<file path="src/rtl/fifo_arb_pkg.sv">
// Shared types and sizing helpers for the fifo write-port arbiter family.
package fifo_arb_pkg;

  typedef enum logic {ARB_IDLE, ARB_GRANT} arb_state_e;

  // Index/counter width that never collapses to zero bits for N=1.
  function automatic int clog2_min1(input int n);
    int r;
    r = $clog2(n);
    return (r < 1) ? 1 : r;
  endfunction

endpackage

</file>
<file path="src/rtl/rr_priority_pick.sv">
// Combinational rotating priority encoder: returns the first set request bit
// at or above start, wrapping modulo N.
module rr_priority_pick #(
  parameter int N     = 4,
  parameter int IDX_W = 2
) (
  input  logic [N-1:0]     req,
  input  logic [IDX_W-1:0] start,
  output logic             found,
  output logic [IDX_W-1:0] index
);

  logic [IDX_W-1:0] pos;

  // Scan from the farthest offset down so the nearest hit is written last.
  always_comb begin
    found = 1'b0;
    index = '0;
    pos   = '0;
    for (int k = N - 1; k >= 0; k--) begin
      pos = IDX_W'((int'(start) + k) % N);
      if (req[pos]) begin
        found = 1'b1;
        index = pos;
      end
    end
  end

endmodule

</file>
<file path="src/rtl/fifo_wr_arbiter.sv">
// Round-robin arbiter sharing one fifo write port between N_REQ valid/ready/last
// producers; a grant lasts until last or MAX_BURST beats.
module fifo_wr_arbiter
  import fifo_arb_pkg::*;
#(
  parameter  int N_REQ      = 4,
  parameter  int DATA_WIDTH = 8,
  parameter  int MAX_BURST  = 16,
  localparam int IDX_W      = clog2_min1(N_REQ)
) (
  input  logic                        clk,
  input  logic                        rst,
  input  logic [N_REQ-1:0]            req_valid,
  input  logic [N_REQ*DATA_WIDTH-1:0] req_data,
  input  logic [N_REQ-1:0]            req_last,
  output logic [N_REQ-1:0]            req_ready,
  input  logic                        fifo_full,
  output logic                        fifo_wr_en,
  output logic [DATA_WIDTH-1:0]       fifo_data_in,
  output logic                        grant_valid,
  output logic [IDX_W-1:0]            grant_idx
);

  localparam int               CNT_W     = clog2_min1(MAX_BURST);
  localparam logic [CNT_W-1:0] LAST_BEAT = CNT_W'(MAX_BURST - 1);
  localparam logic [IDX_W-1:0] LAST_IDX  = IDX_W'(N_REQ - 1);

  arb_state_e             state;
  logic [IDX_W-1:0]       rr_ptr;
  logic [CNT_W-1:0]       beat_cnt;
  logic                   pick_found;
  logic [IDX_W-1:0]       pick_idx;
  logic                   accept;
  logic                   burst_done;
  logic [DATA_WIDTH-1:0]  slot_data [N_REQ];

  for (genvar g = 0; g < N_REQ; g++) begin : g_slot
    assign slot_data[g] = req_data[g*DATA_WIDTH +: DATA_WIDTH];
  end

  rr_priority_pick #(
    .N     (N_REQ),
    .IDX_W (IDX_W)
  ) u_pick (
    .req   (req_valid),
    .start (rr_ptr),
    .found (pick_found),
    .index (pick_idx)
  );

  // Handshake is combinational so a full fifo blocks the beat in the same cycle.
  always_comb begin
    req_ready  = '0;
    accept     = 1'b0;
    burst_done = 1'b0;
    if (state == ARB_GRANT && !fifo_full) begin
      req_ready[grant_idx] = 1'b1;
      accept               = req_valid[grant_idx];
      burst_done           = req_valid[grant_idx] &&
                             (req_last[grant_idx] || beat_cnt == LAST_BEAT);
    end
  end

  assign fifo_wr_en   = accept;
  assign fifo_data_in = slot_data[grant_idx];

  always_ff @(posedge clk or posedge rst) begin
    if (rst) begin
      state       <= ARB_IDLE;
      rr_ptr      <= '0;
      grant_idx   <= '0;
      grant_valid <= 1'b0;
      beat_cnt    <= '0;
    end else begin
      case (state)
        ARB_IDLE: begin
          if (pick_found) begin
            grant_idx   <= pick_idx;
            grant_valid <= 1'b1;
            beat_cnt    <= '0;
            state       <= ARB_GRANT;
          end
        end
        ARB_GRANT: begin
          if (burst_done) begin
            state       <= ARB_IDLE;
            grant_valid <= 1'b0;
            rr_ptr      <= (grant_idx == LAST_IDX) ? '0 : grant_idx + IDX_W'(1);
            beat_cnt    <= '0;
          end else if (accept) begin
            beat_cnt <= beat_cnt + CNT_W'(1);
          end
        end
      endcase
    end
  end

endmodule

</file>
<file path="config.mk">
export PLATFORM = sky130hd
export DESIGN_NAME = fifo_wr_arbiter
export DESIGN_NICKNAME = d
export VERILOG_FILES = /design/src/rtl/fifo_arb_pkg.sv /design/src/rtl/rr_priority_pick.sv /design/src/rtl/fifo_wr_arbiter.sv
export SDC_FILE = /design/constraint.sdc
export NUM_CORES = 1
export LEC_CHECK = 0
export CAP_MARGIN = 30
export CELL_PAD_IN_SITES_DETAIL_PLACEMENT = 1
export CELL_PAD_IN_SITES_GLOBAL_PLACEMENT = 1
export CORE_MARGIN = 2
export CORE_UTILIZATION = 27
export CTS_CLUSTER_SIZE = 10
export DETAILED_ROUTE_END_ITERATION = 12
export GPL_TIMING_DRIVEN = 0
export PLACE_DENSITY = 0.95
export SLEW_MARGIN = 5
export SYNTH_ARGS = -nofsm -noshare
export SYNTH_HDL_FRONTEND = slang
export SYNTH_SLANG_ARGS = --single-unit
</file>
<file path="constraint.sdc">
create_clock -name clk -period 2.6 [get_ports clk]
set_input_delay 0.39 -clock clk [delete_from_list [all_inputs] [get_ports clk]]
set_output_delay 0.39 -clock clk [all_outputs]
set_load 0.005 [all_outputs]
</file>
## Word level (Yosys, flattened, before mapping)

Cells that the tools add are included.

- Bits in registers: 10
- Bits of input ports: 43
- Output and inout port bits: 16
- Word-level logic and storage cells: 72

- Add/subtract/negate cells: 5
- Magnitude comparators: 7
- Equality and inequality tests: 5
- Multiplexer cells: 39
- Bitwise logic cells: 2
- Reductions and logical operators: 9

Operator list:

| cell | count |
|---|---|
| 1-bit 2-to-1 mux | 17 |
| 8-bit binary-select mux with 2-bit select | 1 |
| 4-bit 2-to-1 mux | 4 |
| 8-bit 2-to-1 mux | 2 |
| 2-bit by 3-bit less-than comparator with 1-bit output (second input constant) | 5 |
| 1-bit binary-select mux with 2-bit select | 6 |
| 2-bit 2-to-1 mux | 5 |
| 4-bit case mux with 2 select lines | 1 |
| 2-bit AND reduction | 4 |
| 2-bit by 1-bit adder with 2-bit output (second input constant) | 2 |
| 2-bit adder (second input constant) | 2 |
| 4-bit by 1-bit adder with 4-bit output (second input constant) | 1 |
| 4-bit == test (second input constant) | 1 |
| 1-bit case mux with 2 select lines | 2 |
| 3-bit greater-or-equal comparator (second input constant) | 1 |
| 1-bit logical AND | 3 |
| 3-bit by 2-bit inequality test with 1-bit output (second input constant) | 1 |
| 2-bit NOT with 3-bit output | 1 |
| 1-bit demux with 2-bit select | 1 |
| 2-bit == test (second input constant) | 1 |
| 2-bit by 1-bit greater-or-equal comparator with 1-bit output (second input constant) | 1 |
| 2-bit by 1-bit inequality test with 1-bit output (second input constant) | 1 |
| 2-bit inequality test (second input constant) | 1 |
| 1-bit zero test | 1 |
| 2 further kinds | 2 |

## Longest topological paths before layout

- Word-level depth: 9
- Mapped depth: 5
- Depth with buffers taken out: 5

## Modules after synthesis

From an unflattened synthesis, not the netlist that was laid out.

- Cells, all modules: 82
- Area, all modules: 887.1 um^2

Modules (own cells, without submodules):

| module | instances | cells each | area an instance (um^2) | seq. area each (um^2) |
|---|---|---|---|---|
| fifo_wr_arbiter | 1 | 69 | 809.5 | 250.2 |
| rr_priority_pick | 1 | 13 | 77.6 | 0.0 |

## Worst setup path before layout

OpenSTA, ideal clock, no wires.

- Path type: reg-to-reg
- Start point: register grant_idx[0]
- End point: register rr_ptr[0]
- Library setup time: 0.128 ns
- Data arrival time: 1.604 ns
- Data required time: 2.472 ns
- Path slack: 0.869 ns
- Cell stages (with the launch flop): 5
- Path buffers: 0
- Cells stage by stage: dfrtp_1 > mux4_2 > and2_1 > o21ai_2 > mux2_1

- Longest elaborated chain between the ends: 6

Ends and longest elaborated chain:

| element | RTL line | source |
|---|---|---|
| start: declaration | fifo_wr_arbiter.sv:21 | `output logic [IDX_W-1:0] grant_idx` |
| start signal: assignment | fifo_wr_arbiter.sv:78 | `grant_idx <= pick_idx;` |
| 1-bit binary-select mux with 2-bit select | fifo_wr_arbiter.sv:60 | `(req_last[grant_idx] \|\| beat_cnt == LAST_BEAT);` |
| 1-bit 2-to-1 mux (implied by the code) | fifo_wr_arbiter.sv:60 |  |
| 1-bit logical OR | fifo_wr_arbiter.sv:60 |  |
| 1-bit logical AND | fifo_wr_arbiter.sv:59 | `burst_done = req_valid[grant_idx] &&` |
| 1-bit 2-to-1 mux | fifo_wr_arbiter.sv:56 | `if (state == ARB_GRANT && !fifo_full) begin` |
| 2-bit AND reduction (no line) | -- |  |
| end signal: assignment | fifo_wr_arbiter.sv:88 | `rr_ptr <= (grant_idx == LAST_IDX) ? '0 : grant_idx + IDX_W'(1);` |
| end: declaration | fifo_wr_arbiter.sv:29 | `logic [IDX_W-1:0] rr_ptr;` |

Parallel ways exist; a longest one is shown, timed or not. The select of a mux whose other input is x is not followed.
A chain may end at the register's enable or synchronous reset.

## Final worst setup path

- Start point: input port req_valid[0]
- End point: output port fifo_wr_en

- Longest elaborated chain between the ends: 3

Ends and longest elaborated chain:

| element | RTL line | source |
|---|---|---|
| start: declaration | fifo_wr_arbiter.sv:13 | `input logic [N_REQ-1:0] req_valid,` |
| 1-bit binary-select mux with 2-bit select | fifo_wr_arbiter.sv:58 | `accept = req_valid[grant_idx];` |
| 1-bit 2-to-1 mux (implied by the code) | fifo_wr_arbiter.sv:58 |  |
| 1-bit 2-to-1 mux | fifo_wr_arbiter.sv:56 |  |
| end: declaration | fifo_wr_arbiter.sv:18 | `output logic fifo_wr_en,` |

Every way passes these cells. The select of a mux whose other input is x is not followed.

==> impl_metrics.py <==
metrics = {
    "synth": {
        "syn_nets": 125,
        "yosysSeqAreaShare_pct": 28.7,
        "synth-edff-count": 0,
        "yosys_warnings": 0,
        "synthCells": 77,
        "synth_cell_types": 29,
        "avgSynthCellArea_um2": 11.3,
        "yosys_most_used_dff": "dfrtp_1",
        "async_reset_ff_share_pct": 100,
        "synth_area_um2": 872,
        "synth_seq_cells": 10,
    },
    "run_status": {
        "status": "finished, final reports clean",
    },
    "routing": {
        "drtPass1Iterations": 4,
        "vias": 926,
        "drtIter0Drc": 7,
        "drtAntennaViolNets": 0,
        "wirelength_um": 3040,
        "drcViolationCount": 0,
        "wl_per_cell_um": 16.7,
        "vias_per_cell": 5.09,
    },
    "layout": {
        "drive_gt1_share_pct": 13.8,
        "final_util_pct": 50.2,
        "syn_to_final_growth_pct": 75.8,
        "fillers": 351,
        "fin_cells": 182,
        "diodes": 0,
        "mostFrequentLayoutCell": "clkdlybuf4s50_1",
        "nets": 188,
        "most-common-layout-cells": "58 x clkdlybuf4s50_1, 10 x mux4_2, 10 x dfrtp_1",
    },
    "sta": {
        "rsz0062_at_grt": "false",
        "finalWorstSetupSlack_ns": 0.123,
        "setup_viol_count_final": 0,
        "slew_viol_final": 0,
        "tightest_slew_ns": 0.604,
        "max_freq_mhz": 404,
        "hold_violations": 0,
        "setup_tns_ns": 0,
        "min_period_over_period_pct": 95.3,
        "min_period_ns": 2.48,
        "fin_skew_ns": 0.00236,
        "max_slew_margin_pct": 59.7,
    },
    "floorplanning": {
        "die_area_um2": 3700,
        "rows": 20,
        "io_pins": 59,
        "die_w_um": 60.8,
        "die_h_um": 60.8,
        "start_util_pct": 28.6,
        "fp.coreArea_um2": 3050,
    },
    "min_path": {
        "hold_path.class": "in2async",
    },
    "cts": {
        "clk_pin_slew_ns": 0.06,
        "cts_root_buf": "clkbuf_4",
        "holdBufCountCts": 0,
        "cts_buffers": 3,
        "cts.sinks": 10,
        "clk_latency_ns": 0.26,
        "cts_tree": "built",
        "h-tree-depth": 1,
        "cts_setup_buffers": 0,
        "clock_path_buffers": 2,
    },
    "grt": {
        "grt_use_total_pct": 17.6,
        "grt_max_degree": 11,
        "grt_pass1_vias": 989,
        "grt-ovfl-total": 0,
        "grt_first_pass_wirelength_um": 4700,
        "antenna_found_initial": 0,
    },
    "placement": {
        "detailed_place_hpwl_um": 2570,
        "routabilityCongestion": 0.683,
        "pre_cts_ws_ns": 0.126,
        "dp_cells": 179,
        "place.port_buffers": 58,
    },
    "flow_run": {
        "maxCapViolCount": 0,
    },
    "power_and_ir_drop": {
        "pwr-share-comb_pct": 66.1,
        "seqPwrFrac_pct": 25.8,
        "p_int_w": 0.000778,
        "clkPwrFrac_pct": 8.1,
        "switching_power_w": 0.000469,
        "peakVddDrop_v": 0.000426,
        "p_leak_nw": 0.608,
        "p_sw_share_pct": 37.6,
        "powerDensity_nw_per_um2": 813,
    },
    "setup_path": {
        "critPathMaxFanout": 6,
        "critical_path_class": "in2out",
        "end_kind": "primary output",
        "cp.arrival_ns": 2.09,
        "startpoint_type": "input port",
        "required_ns": 2.21,
    },
}
[stage by stage]
step | hold WS, ns | area, um2 | total power (W)
floorplan | 0.230 | 872 | 0.000767
global placement | 0.468 | 1510 | 0.00110
detailed placement | 0.471 | 1510 | 0.00115
CTS | 0.408 | 1530 | 0.00126
global route | 0.413 | 1530 | 0.00136
finish | 0.401 | 1530 | 0.00125
[critical path: stages]
cell and delay [ns]:
clkdlybuf4s50_1 0.50, mux4_2 0.54, and2_1 0.20, clkdlybuf4s50_1 0.45
[cell usage after synthesis (all sizes together) (3+ instances only)]
cell type | n | area (um2)
and2 | 5 | 31.3
dfrtp | 10 | 250
ha | 5 | 62.6
inv | 8 | 30.0
mux2i | 3 | 30.0
mux4 | 10 | 225
nand2 | 4 | 17.5
nor2 | 3 | 11.3
o21ai | 3 | 18.8
o221ai | 3 | 26.3
[final cells by class]
cell class / instances / area [um2] / share of cell area [%]
inverter: 8 / 30.0 / 1.96
multi-input combinational: 57 / 582 / 38.0
buffer: 2 / 12.5 / 0.816
sequential: 10 / 250 / 16.3
clock buffer: 3 / 22.5 / 1.47
timing repair buffer: 58 / 581 / 37.9
tap: 44 / 55.1 / 3.59
[state kept, by name, indices dropped and copies added, names as in the netlist]
name,cells
beat_cnt,4
grant_idx,2
grant_valid,1
rr_ptr,2
state,1
[metal layers]
metal	wire [um]	track usage, %	vias up
met4	14	4.66	0
met1	1120	19.7	449
met2	1550	32.4	56
li1	-	-	419
met5	0	0	-
met3	356	5.33	2
[path summary, 6_finish.rpt]
path | depth (start not counted) | slack (ns) | to | start
setup reg to reg | 5 | 0.72 | beat_cnt[2] | grant_idx[1]
setup / recovery | 4 | 0.12 | fifo_wr_en | req_valid[0]
max in group asynchronous | 2 | 1.93 | beat_cnt[3] | rst
hold / removal | 2 | 0.40 | rr_ptr[0] | rst
hold reg to reg | 1 | 0.49 | grant_valid | grant_valid
min in group clk | 1 | 0.49 | grant_valid | grant_valid
[timing repair]
| item | 4_1_cts | 5_1_grt |
|---|---|---|
| endpoints found under the setup margin | 0 | 8 |
| resized for setup | 0 | 1 |
| hold endpoints to repair | 0 | 0 |
[cell families (layout without fill, tap and decap cells)]
family          after synthesis  after routing  synth area share (%)
mux                          15             15                  31.9
buf+inv                      10             71                  4.59
fa+ha+maj                     5              5                  7.17
compound gates               15             15                  13.9
flops                        10             10                  28.7
simple gates                 22             22                  13.8
[power by group through the flow]
stage / registers, W / logic [W] / clock network, W
3_3_place_gp: 0.000313 / 0.000787 / 0
6_report: 0.000322 / 0.000824 / 0.000101
3_5_place_dp: 0.000322 / 0.000831 / 0
2_1_floorplan: 0.000302 / 0.000465 / 0
5_1_grt: 0.000337 / 0.000915 / 0.000112
4_1_cts: 0.000320 / 0.000833 / 0.000106
Power figures use the tool's default switching activity.
